==> src/rtl/cache_rd_arbiter_pkg.sv <==
`default_nettype none
// ============================================================================
// Module      : cache_rd_arbiter_pkg
// Description : Shared constants for the cache read-channel arbiter.
//               - one-hot FSM state encodings
//               - read-type encodings
//               - requester identifiers
//               - cache-line beat count
// Revision    : 1.0 - initial release
// ============================================================================
package cache_rd_arbiter_pkg;

  // 32-bit beats per cache line; 4 x 32 = 128-bit ret_data
  localparam int LINE_BEATS = 4;
  localparam int BEAT_W     = 32;

  // One-hot FSM state encodings
  localparam int         STATE_W = 4;
  localparam logic [3:0] S_IDLE  = 4'b0001;
  localparam logic [3:0] S_REQ   = 4'b0010;
  localparam logic [3:0] S_RESP  = 4'b0100;
  localparam logic [3:0] S_DONE  = 4'b1000;

  // Read type carried on *_rd_type
  localparam logic RD_TYPE_WORD = 1'b0;
  localparam logic RD_TYPE_LINE = 1'b1;

  // Requester identifiers, used for owner and last_grant
  localparam logic REQ_IC = 1'b0;
  localparam logic REQ_DC = 1'b1;

endpackage : cache_rd_arbiter_pkg
`default_nettype wire

==> src/rtl/cache_rd_arbiter_line_assembler.sv <==
`default_nettype none
// ============================================================================
// Module      : cache_rd_arbiter_line_assembler
// Description : Collects 32-bit return beats into a LINE_BEATS x 32 buffer.
// Ports       :
//   clk, reset   - clock and synchronous active-high reset
//   clr_i        - zero the buffer and rewind the beat counter
//   wr_i         - store beat_i into the next free word
//   word_mode_i  - single-word read: only word 0 is ever filled
//   beat_i       - incoming 32-bit beat
//   line_o       - assembled line; word k sits in bits [32k+31:32k]
// Revision    : 1.0 - initial release
// ============================================================================
module cache_rd_arbiter_line_assembler
  import cache_rd_arbiter_pkg::*;
#(
  parameter int LINE_BEATS = 4
) (
  input  logic                       clk,
  input  logic                       reset,
  input  logic                       clr_i,
  input  logic                       wr_i,
  input  logic                       word_mode_i,
  input  logic [BEAT_W-1:0]          beat_i,
  output logic [BEAT_W*LINE_BEATS-1:0] line_o
);

  localparam int CNT_W = (LINE_BEATS > 1) ? $clog2(LINE_BEATS) : 1;

  logic [CNT_W-1:0]  cnt_q;
  // Set once the last permitted word has been written; any further beats in
  // the same transaction are dropped instead of overwriting that word.
  logic              full_q;
  logic [BEAT_W-1:0] word_q [LINE_BEATS];

  logic              w_last_slot;

  // A word read has exactly one slot; a line read has LINE_BEATS slots with
  // the counter saturating on the final one.
  assign w_last_slot = word_mode_i || (cnt_q == CNT_W'(LINE_BEATS - 1));

  always_ff @(posedge clk) begin
    if (reset || clr_i) begin
      cnt_q  <= '0;
      full_q <= 1'b0;
      for (int i = 0; i < LINE_BEATS; i++) begin
        word_q[i] <= '0;
      end
    end else if (wr_i && !full_q) begin
      word_q[cnt_q] <= beat_i;
      if (w_last_slot) begin
        full_q <= 1'b1;
      end else begin
        cnt_q  <= cnt_q + 1'b1;
      end
    end
  end

  generate
    for (genvar g = 0; g < LINE_BEATS; g++) begin : g_word
      assign line_o[BEAT_W*g +: BEAT_W] = word_q[g];
    end
  endgenerate

endmodule : cache_rd_arbiter_line_assembler
`default_nettype wire

==> src/rtl/cache_rd_arbiter.sv <==
`default_nettype none
// ============================================================================
// Module      : cache_rd_arbiter
// Description : Shares one AXI-bridge read channel between icache and dcache.
//               Round-robin on ties, one transaction in flight, 32-bit beats
//               assembled into a 128-bit line and returned with one pulse.
// Ports       :
//   clk, reset                   - clock, synchronous active-high reset
//   ic_rd_req/type/addr          - icache request, held until ic_rd_rdy
//   ic_rd_rdy                    - icache request accepted (1-cycle pulse)
//   ic_ret_valid/ic_ret_data     - icache return (1-cycle pulse + line)
//   dc_*                         - same set for the dcache
//   axi_rd_req/type/addr         - request to the AXI bridge
//   axi_rd_rdy                   - bridge accepted the request
//   axi_ret_valid/last/data      - return beats from the bridge
// Revision    : 1.0 - initial release
// ============================================================================
module cache_rd_arbiter
  import cache_rd_arbiter_pkg::*;
#(
  parameter int LINE_BEATS = 4,
  parameter int ADDR_W     = 32
) (
  input  logic                         clk,
  input  logic                         reset,
  // icache
  input  logic                         ic_rd_req,
  input  logic                         ic_rd_type,
  input  logic [ADDR_W-1:0]            ic_rd_addr,
  output logic                         ic_rd_rdy,
  output logic                         ic_ret_valid,
  output logic [BEAT_W*LINE_BEATS-1:0] ic_ret_data,
  // dcache
  input  logic                         dc_rd_req,
  input  logic                         dc_rd_type,
  input  logic [ADDR_W-1:0]            dc_rd_addr,
  output logic                         dc_rd_rdy,
  output logic                         dc_ret_valid,
  output logic [BEAT_W*LINE_BEATS-1:0] dc_ret_data,
  // AXI bridge
  output logic                         axi_rd_req,
  output logic                         axi_rd_type,
  output logic [ADDR_W-1:0]            axi_rd_addr,
  input  logic                         axi_rd_rdy,
  input  logic                         axi_ret_valid,
  input  logic                         axi_ret_last,
  input  logic [BEAT_W-1:0]            axi_ret_data
);

  localparam int LINE_W = BEAT_W * LINE_BEATS;

  logic [STATE_W-1:0] state_q, state_d;
  logic               owner_q, owner_d;
  logic               last_grant_q, last_grant_d;
  logic               type_q, type_d;
  logic [ADDR_W-1:0]  addr_q, addr_d;

  logic               w_any_req;
  logic               w_winner;
  logic               w_asm_clr;
  logic               w_asm_wr;
  logic               w_done;
  logic [LINE_W-1:0]  w_line;

  // --------------------------------------------------------------------------
  // Round-robin arbitration: on a tie the cache that was not granted last
  // wins; a lone requester always wins.
  // --------------------------------------------------------------------------
  assign w_any_req = ic_rd_req | dc_rd_req;

  always_comb begin
    w_winner = REQ_IC;
    if (ic_rd_req && dc_rd_req) begin
      w_winner = ~last_grant_q;
    end else if (dc_rd_req) begin
      w_winner = REQ_DC;
    end
  end

  // --------------------------------------------------------------------------
  // FSM next state. Requester inputs are only sampled in IDLE, so a request
  // withdrawn after grant still runs to completion.
  // --------------------------------------------------------------------------
  always_comb begin
    state_d      = state_q;
    owner_d      = owner_q;
    last_grant_d = last_grant_q;
    type_d       = type_q;
    addr_d       = addr_q;
    case (state_q)
      S_IDLE: begin
        if (w_any_req) begin
          state_d      = S_REQ;
          owner_d      = w_winner;
          last_grant_d = w_winner;
          type_d       = (w_winner == REQ_DC) ? dc_rd_type : ic_rd_type;
          addr_d       = (w_winner == REQ_DC) ? dc_rd_addr : ic_rd_addr;
        end
      end
      S_REQ: begin
        if (axi_rd_rdy) begin
          state_d = S_RESP;
        end
      end
      S_RESP: begin
        // A last flag finishes the transaction even if the beat itself is
        // dropped because the buffer is already full.
        if (axi_ret_valid && axi_ret_last) begin
          state_d = S_DONE;
        end
      end
      S_DONE: begin
        state_d = S_IDLE;
      end
      default: begin
        state_d = S_IDLE;
      end
    endcase
  end

  always_ff @(posedge clk) begin
    if (reset) begin
      state_q      <= S_IDLE;
      owner_q      <= REQ_IC;
      last_grant_q <= REQ_IC;
      type_q       <= RD_TYPE_WORD;
      addr_q       <= '0;
    end else begin
      state_q      <= state_d;
      owner_q      <= owner_d;
      last_grant_q <= last_grant_d;
      type_q       <= type_d;
      addr_q       <= addr_d;
    end
  end

  // --------------------------------------------------------------------------
  // Line buffer: cleared on grant, written only while in RESP so stray beats
  // elsewhere are discarded.
  // --------------------------------------------------------------------------
  assign w_asm_clr = (state_q == S_IDLE) && w_any_req;
  assign w_asm_wr  = (state_q == S_RESP) && axi_ret_valid;

  cache_rd_arbiter_line_assembler #(
    .LINE_BEATS (LINE_BEATS)
  ) u_line_assembler (
    .clk         (clk),
    .reset       (reset),
    .clr_i       (w_asm_clr),
    .wr_i        (w_asm_wr),
    .word_mode_i (type_q == RD_TYPE_WORD),
    .beat_i      (axi_ret_data),
    .line_o      (w_line)
  );

  // --------------------------------------------------------------------------
  // Outputs
  // --------------------------------------------------------------------------
  assign axi_rd_req  = (state_q == S_REQ);
  assign axi_rd_type = type_q;
  assign axi_rd_addr = addr_q;

  // Acceptance is forwarded combinationally to the owner only.
  assign ic_rd_rdy = axi_rd_req && axi_rd_rdy && (owner_q == REQ_IC);
  assign dc_rd_rdy = axi_rd_req && axi_rd_rdy && (owner_q == REQ_DC);

  assign w_done       = (state_q == S_DONE);
  assign ic_ret_valid = w_done && (owner_q == REQ_IC);
  assign dc_ret_valid = w_done && (owner_q == REQ_DC);
  assign ic_ret_data  = ic_ret_valid ? w_line : '0;
  assign dc_ret_data  = dc_ret_valid ? w_line : '0;

endmodule : cache_rd_arbiter
`default_nettype wire

==> config.mk <==
export PLATFORM = sky130hd
export DESIGN_NAME = cache_rd_arbiter
export DESIGN_NICKNAME = d
export VERILOG_FILES = /design/src/rtl/cache_rd_arbiter_pkg.sv /design/src/rtl/cache_rd_arbiter_line_assembler.sv /design/src/rtl/cache_rd_arbiter.sv
export SDC_FILE = /design/constraint.sdc
export NUM_CORES = 1
export LEC_CHECK = 0
export BUFFER_PORTS_ARGS = -buffer_cell sky130_fd_sc_hd__buf_2
export CAP_MARGIN = 10
export CORE_AREA = 4 4 154 156
export DETAILED_ROUTE_END_ITERATION = 7
export DIE_AREA = 0 0 158 160
export GPL_TIMING_DRIVEN = 0
export PLACE_DENSITY = 0.71
export SLEW_MARGIN = 20
export SYNTH_ARGS = -nofsm -noshare
export SYNTH_HDL_FRONTEND = slang
export SYNTH_HIERARCHICAL = 1
export SYNTH_SLANG_ARGS = --single-unit
==> constraint.sdc <==
create_clock -name clk -period 7.3 [get_ports clk]
set_clock_uncertainty 0.05 [all_clocks]
set_input_delay 0.365 -clock clk [delete_from_list [all_inputs] [get_ports clk]]
set_output_delay 0.365 -clock clk [all_outputs]
set_load 0.05 [all_outputs]
==> run summary, run 1 <==
Ports = 399
Sequential area share after synthesis = 0.528
Standard-cell rows = 55
Starting Density = 0.395
Fin crit share = 0.445
Number of distinct library cells after synthesis = 39
Post-synthesis async set-or-reset flop share = 0
Synth area leader = edfxtp_1
Crit path largest cell delay = 0.73 ns
Grt ovf = 0
Net Switching = 0.758 mW
Skew-Pair Late Insertion Delay = 0.42 ns
Ant. Diodes = 0
Synth-to-Final Area Change = 34.5%
Crit Path Class = flip-flop to flip-flop
Hold WC Path Type = primary input to flip-flop
CTS clk-pin slew, worst paths = 0.07 ns
Cell with the most instances after synthesis = and2_1
Worst Setup Start Kind = flip-flop
Routability cong. = 0.880
Tmin final = 3.25 ns
Avg Synthesized Cell Area = 10.9 um^2
Final Hold Vio Count = 0
Clock power frac = 0.346
CTS-repair resized insts = 0
Fmax achieved = 308 MHz
Via count = 7,704
Post-synth EDFFs = 128
Final core occ = 0.532
CTS Buffer Depth = 2
Setup bufs post-CTS = 0
Post-DP Area = 11,300 um^2
RSZ-0062 raised after global routing = no
Total routed wirelength = 30,300 um
Worst hold slack = 0.169 ns
H-tree Lvls = 4
CTS Sinks = 169
# nets final = 1,338
Inst Count DP = 1,498
Status = completed
Final HPWL DP = 23,900 um
Post-Syn Nets = 917
Number of routed nets with antenna violations = 0
Final worst setup slack = 4.05 ns
Root buffer cell = clkbuf_16
First-pass GRT wire length = 44,600 um
Fraction of layout cells with a size suffix above 1 = 0.436
Initial antenna violation count = 4
Final Non-Filler Cells = 1,530
FF+latch count, synth = 169
Max Slew Vio Count = 0
Sw frac = 0.305
DRT iter0 DRCs = 425
Full die area = 25,300 um^2
Num CTS Buffers = 17
Max FO, Critical Path = 22
Final Setup Violations = 0
Relative slew slack = 0.424
Top cells by count, synth = and2_1 (257), edfxtp_1 (128), nor3_1 (90)
Setup TNS = 0 ns
PD cells = 209 nW/um^2
CP delay by family, top = simple AND/OR/NAND/NOR gates
Crit end category = flip-flop
Comb pwr share = 0.166
Arr. time, crit path = 3.33 ns
Critical path cell sequence = nor4b_1 -> and2_1 -> or4b_4 -> buf_6 -> o21ai_4 -> buf_16
Synth top area share = 0.435
WP buf/inv = 2
Cts hold-fix bufs = 0
Residual DRC count = 0
CP max stage cell = nor4b_1
Vias in the first global route = 7,622
Gate Count Post-Synth = 811
Gr usage total = 0.233
Post-Synthesis Cell Area = 8840 um^2
Synth top area cells = edfxtp_1 (43%), and2_1 (18%), dfxtp_1 (9.3%)
Lkg Pwr = 5.74 nW
Drt first pass iters = 4
CTS tree = yes
Max cap viols = 0
Die Y = 160 um
Worst Max-Slew Pin Slew = 0.852 ns
Synth warnings = 6
Int Power = 1.72 mW
Buffers on Ports = 398
Crit path required time = 7.38 ns
Wirelength per Cell = 19.8 um
Reg power frac = 0.488
Power Total = 2.48 mW
Drt via density = 5.04
Worst vdd ir = 0.150 mV
Die width = 158 um
Place WS = 4.02 ns
Core area = 22,400 um^2
Dominant synthesized flop cell = edfxtp_1
Final instance area = 11,900 um^2
Largest net degree at the start of global routing = 23
[power by group through the flow]
| stage | Sequential (mW) | Combinational, mW | Clock, mW |
|---|---|---|---|
| detailed placement | 1.23 | 0.414 | 0 |
| global placement | 1.24 | 0.389 | 0 |
| CTS | 1.21 | 0.415 | 0.879 |
| finish | 1.21 | 0.412 | 0.860 |
| floorplan | 1.31 | 0.174 | 0 |
| global route | 1.22 | 0.439 | 0.924 |
[final cells by class]
| cell class | instances | area, um^2 |
|---|---|---|
| plain buffers | 80 | 385 |
| clock inverters | 15 | 131 |
| repair buffers | 402 | 2090 |
| clock buffers | 17 | 425 |
| well taps | 285 | 357 |
| fillers | 2084 | 10500 |
| inverters | 67 | 251 |
| multi-input cells | 495 | 3580 |
| flip-flops and latches | 169 | 4660 |
[worst paths after layout]
| check | depth (start not counted) | slack (ns) | startpoint | endpoint |
|---|---|---|---|---|
| max | 6 | 4.05 | state_q[2]$_SDFFE_PP0P_ | u_line_assembler/word_q[2][12]$_SDFFCE_PN0P_ |
| min | 2 | 0.17 | ic_rd_req | last_grant_q$_SDFFE_PP0P_ |
| max reg2reg | 6 | 4.05 | state_q[2]$_SDFFE_PP0P_ | u_line_assembler/word_q[2][12]$_SDFFCE_PN0P_ |
| min reg2reg | 2 | 0.41 | axi_rd_addr[26]$_SDFFE_PP0P_ | axi_rd_addr[26]$_SDFFE_PP0P_ |
[placed cells by master (no fill, tap or decap), types with 3 or more instances in the layout]
cell | Yosys | layout
and2_1 | 257 | 257
o21ai_4 | 0 | 4
nor3_2 | 40 | 40
buf_1 | 6 | 6
buf_4 | 7 | 7
o32ai_1 | 33 | 33
inv_8 | 0 | 4
a21oi_1 | 3 | 3
inv_1 | 67 | 67
inv_6 | 0 | 5
dfxtp_1 | 41 | 41
nor3b_1 | 3 | 3
a221oi_2 | 29 | 29
nand2_1 | 4 | 4
nor3_1 | 90 | 90
edfxtp_1 | 128 | 128
nor2_1 | 3 | 3
buf_6 | 5 | 5
buf_2 | 16 | 414
a221oi_1 | 5 | 5
buf_16 | 0 | 3
clkbuf_1 | 45 | 45
clkinvlp_4 | 0 | 4
clkbuf_16 | 0 | 17
[worst register-to-register path, delay by kind of cell (launching register included)]
| kind | cells | cell delay, ns |
|---|---|---|
| flip-flops | 1 | 0.42 |
| buffers and inverters | 2 | 0.43 |
| AND/OR/NAND/NOR | 3 | 1.59 |
| AO/OA/AOI/OAI | 1 | 0.46 |
[sequential cells by signal, summed over array words and instances, names as in the netlist]
name                     flops
last_grant_q                 1
u_line_assembler/cnt_q       2
u_line_assembler/word_q    128
state_q                      4
u_line_assembler/full_q      1
axi_rd_type                  1
axi_rd_addr                 32
[logic make-up (layout without fill, tap and decap cells)]
kind of cell / count (synthesis) / in the layout / share of synthesized area
AND/OR/NAND/NOR: 412 / 412 / 0.300
buffers and inverters: 147 / 581 / 0.0720
AO/OA/AOI/OAI: 80 / 80 / 0.0965
flip-flops: 169 / 169 / 0.528
adder cells (fa/ha/maj): 1 / 1 / 0.00142
multiplexers: 2 / 2 / 0.00255
[per-layer routing]
metal,global-route usage,vias to the layer above,share of wire
met2,0.418,350,0.51
met1,0.270,3615,0.38
met4,0.0845,6,0.030
met5,0,-,0.00073
li1,-,3672,-
met3,0.0545,61,0.080
No activity file was read; power rests on OpenSTA's default activity.
==> inputs of run 2 (changes only) <==
--- a/config.mk
+++ b/config.mk
@@ -7,11 +7,11 @@
 export LEC_CHECK = 0
 export BUFFER_PORTS_ARGS = -buffer_cell sky130_fd_sc_hd__buf_2
 export CAP_MARGIN = 10
-export CORE_AREA = 4 4 154 156
+export CORE_AREA = 4 4 153 155
 export DETAILED_ROUTE_END_ITERATION = 7
-export DIE_AREA = 0 0 158 160
+export DIE_AREA = 0 0 157 159
 export GPL_TIMING_DRIVEN = 0
-export PLACE_DENSITY = 0.71
+export PLACE_DENSITY = 0.75
 export SLEW_MARGIN = 20
 export SYNTH_ARGS = -nofsm -noshare
 export SYNTH_HDL_FRONTEND = slang
==> constraint.sdc (replaced) <==
create_clock -name clk -period 2.8 [get_ports clk]
set_clock_uncertainty 0.05 [all_clocks]
set_input_delay 0.14 -clock clk [delete_from_list [all_inputs] [get_ports clk]]
set_output_delay 0.14 -clock clk [all_outputs]
set_load 0.05 [all_outputs]
==> run 2 against run 1 <==
Utilization grew 2.7 points. Sequential power grew to 2.6 times the previous value. First-iteration DRC count grew 0.47%. Total power grew to 2.6 times the previous value. Non-clock buffer count grew 15. Global-route usage grew 0.47 points. Routed wire length shrank 0.12%. Hold slack lost 0.15 ns. Register-to-register slack lost 3.9 ns. Via count grew 1.4%. Worst setup slack lost 3.9 ns. Largest cell class unchanged.
==> run summary, run 2 (synthesis results as in run 1) <==
Initial antenna violation count = 2 (-2)
Relative slew slack = 0.478 (+0.0538)
Largest net degree at the start of global routing = 22 (-4.3%)
Ports = 399 (unchanged)
Residual DRC count = 0 (unchanged)
CTS tree = yes
Largest Register = u_line_assembler/word_q
Gr usage total = 0.238 (+0.00469)
Skew-Pair Late Insertion Delay = 0.42 ns (about the same)
Crit Path Class = flip-flop to output pin
Number of routed nets with antenna violations = 0 (unchanged)
Hold WC Path Type = primary input to flip-flop
Final Hold Vio Count = 0 (unchanged)
RSZ-0062 raised after global routing = yes
Drt first pass iters = 5 (+1)
Standard-cell rows = 54 (-1.8%)
Reg power frac = 0.483 (-0.005)
Int Power = 4.55 mW (+160%)
Final core occ = 0.558 (+0.0268)
CTS clk-pin slew, worst paths = 0.07 ns (about the same)
Area of the multi-input gates = 3640 um^2 (+1.6%)
Total routed wirelength = 30,300 um (-0.12%)
Net Switching = 1.98 mW (+160%)
Worst hold slack = 0.0217 ns (-0.147 ns)
Max cap viols = 0 (unchanged)
Num CTS Buffers = 17 (unchanged)
Vias in the first global route = 7,920 (+3.9%)
Commonest non-fill, non-tap cell in the layout = buf_2
Status = completed
Starting Density = 0.405 (+0.00981)
Comb pwr share = 0.176 (+0.010)
Synth-to-Final Area Change = 37.8%
PD cells = 536 nW/um^2 (+160%)
Via count = 7,812 (+1.4%)
Max Slew Vio Count = 0 (unchanged)
Number of fill cells = 1,907 (-8.5%)
Die width = 157 um (-0.63%)
DRT iter0 DRCs = 427 (+0.47%)
Fin crit share = 0.953
Crit path required time = 2.61 ns (-4.77 ns)
Arr. time, crit path = 2.48 ns (-0.85 ns)
Register area = 4670 um^2 (about the same)
Crit end category = output pin
Worst Max-Slew Pin Slew = 0.783 ns (-0.0688 ns)
Grt ovf = 0 (unchanged)
First-pass GRT wire length = 45,800 um (+2.6%)
Core area = 21,800 um^2 (-2.4%)
Lkg Pwr = 5.90 nW (+2.7%)
Clock power frac = 0.341 (-0.005)
Fraction of layout cells with a size suffix above 1 = 0.451 (+0.0147)
CTS Buffer Depth = 2 (unchanged)
Fmax achieved = 375 MHz
Sw frac = 0.304 (-0.00177)
Max FO, Critical Path = 19 (-14%)
Final HPWL DP = 23,300 um (-2.4%)
# nets final = 1,355 (+1.3%)
Worst vdd ir = 0.406 mV (+170%)
Tmin final = 2.67 ns
Worst Setup Start Kind = flip-flop
Wirelength per Cell = 19.6 um (-1.0%)
Full die area = 25,000 um^2 (-1.3%)
Flip-flop count of the largest register after layout = 128 (unchanged)
Buffers on Ports = 398 (unchanged)
H-tree Lvls = 4 (unchanged)
Drt via density = 5.06 (+0.48%)
Commonest cells after routing, fill and taps aside = buf_2 (415), and2_1 (257), edfxtp_1 (128)
Final Setup Violations = 0 (unchanged)
Root buffer cell = clkbuf_16
CTS Sinks = 169 (unchanged)
Die Y = 159 um (-0.63%)
Routability cong. = 0.901 (+2.4%)
## run 2: power groups by stage
stage          sequential [mW]  clock [mW]  combinational (mW)
2_1_floorplan             3.41           0               0.463
3_3_place_gp              3.21           0                1.02
3_5_place_dp              3.21           0                1.06
4_1_cts                   3.15        2.28                1.15
5_1_grt                   3.19        2.40                1.22
6_report                  3.16        2.23                1.15
## run 2: timing repair
action | 4_1_cts | 5_1_grt
setup buffers | 8 | 0
hold endpoints to repair | 9 | 0
cloned | 2 | 0
resized for setup | 5 | 23
hold buffers | 11 | 0
pin swaps | 5 | 0
setup endpoints to repair | 88 | 151
## run 2: path summary, 6_finish.rpt
check,endpoint,cells past startpoint,slack (ns),from
worst min register to register,axi_rd_addr[4]$_SDFFE_PP0P_,2,0.41,axi_rd_addr[4]$_SDFFE_PP0P_
worst max-delay path,dc_ret_data[31],6,0.13,state_q[2]$_SDFFE_PP0P_
worst max register to register,u_line_assembler/word_q[3][20]$_DFFE_PP_,8,0.15,state_q[1]$_SDFFE_PP0P_
worst min-delay path,axi_rd_addr[0]$_SDFFE_PP0P_,3,0.02,dc_rd_addr[0]
## run 2: final cells by class
| class | count | share of cell area |
|---|---|---|
| clock inverters | 15 | 0.0111 |
| diodes | 2 | 0.000411 |
| multi-input cells | 497 | 0.299 |
| clock buffers | 17 | 0.0349 |
| repair buffers | 420 | 0.190 |
| inverters | 67 | 0.0206 |
| well taps | 280 | 0.0288 |
| flip-flops and latches | 169 | 0.383 |
| plain buffers | 77 | 0.0321 |
## run 2: layer usage
layer  part of all wire  vias up  track usage  wire [um]
li1                   -     3708            -          -
met1               0.38     3683        0.280      11400
met2               0.52      367        0.429      15800
met3              0.077       52       0.0506       2350
met4              0.024        2       0.0781        727
met5            0.00040        -            0         12
## run 2: through the flow
stage               worst slack, ns  power (mW)  cells  instance area (um^2)  TNS [ns]
finish                        0.133        6.53   1544                 12200         0
global route               -0.00838        6.81   1543                 12200   -0.0205
floorplan                     0.134        3.88    811                  8880         0
CTS                         0.00271        6.59   1544                 12200         0
detailed placement           -0.386        4.28   1492                 11300    -26.67
global placement             -0.412        4.23   1489                 11200    -46.83
## run 2: critical path, stage by stage, from the launching register on
cell and delay, ns:
dfxtp_1 0.36, nor3_1 0.24, and3_1 0.29, buf_4 0.31, buf_2 0.33, and2_1 0.24, buf_2 0.29
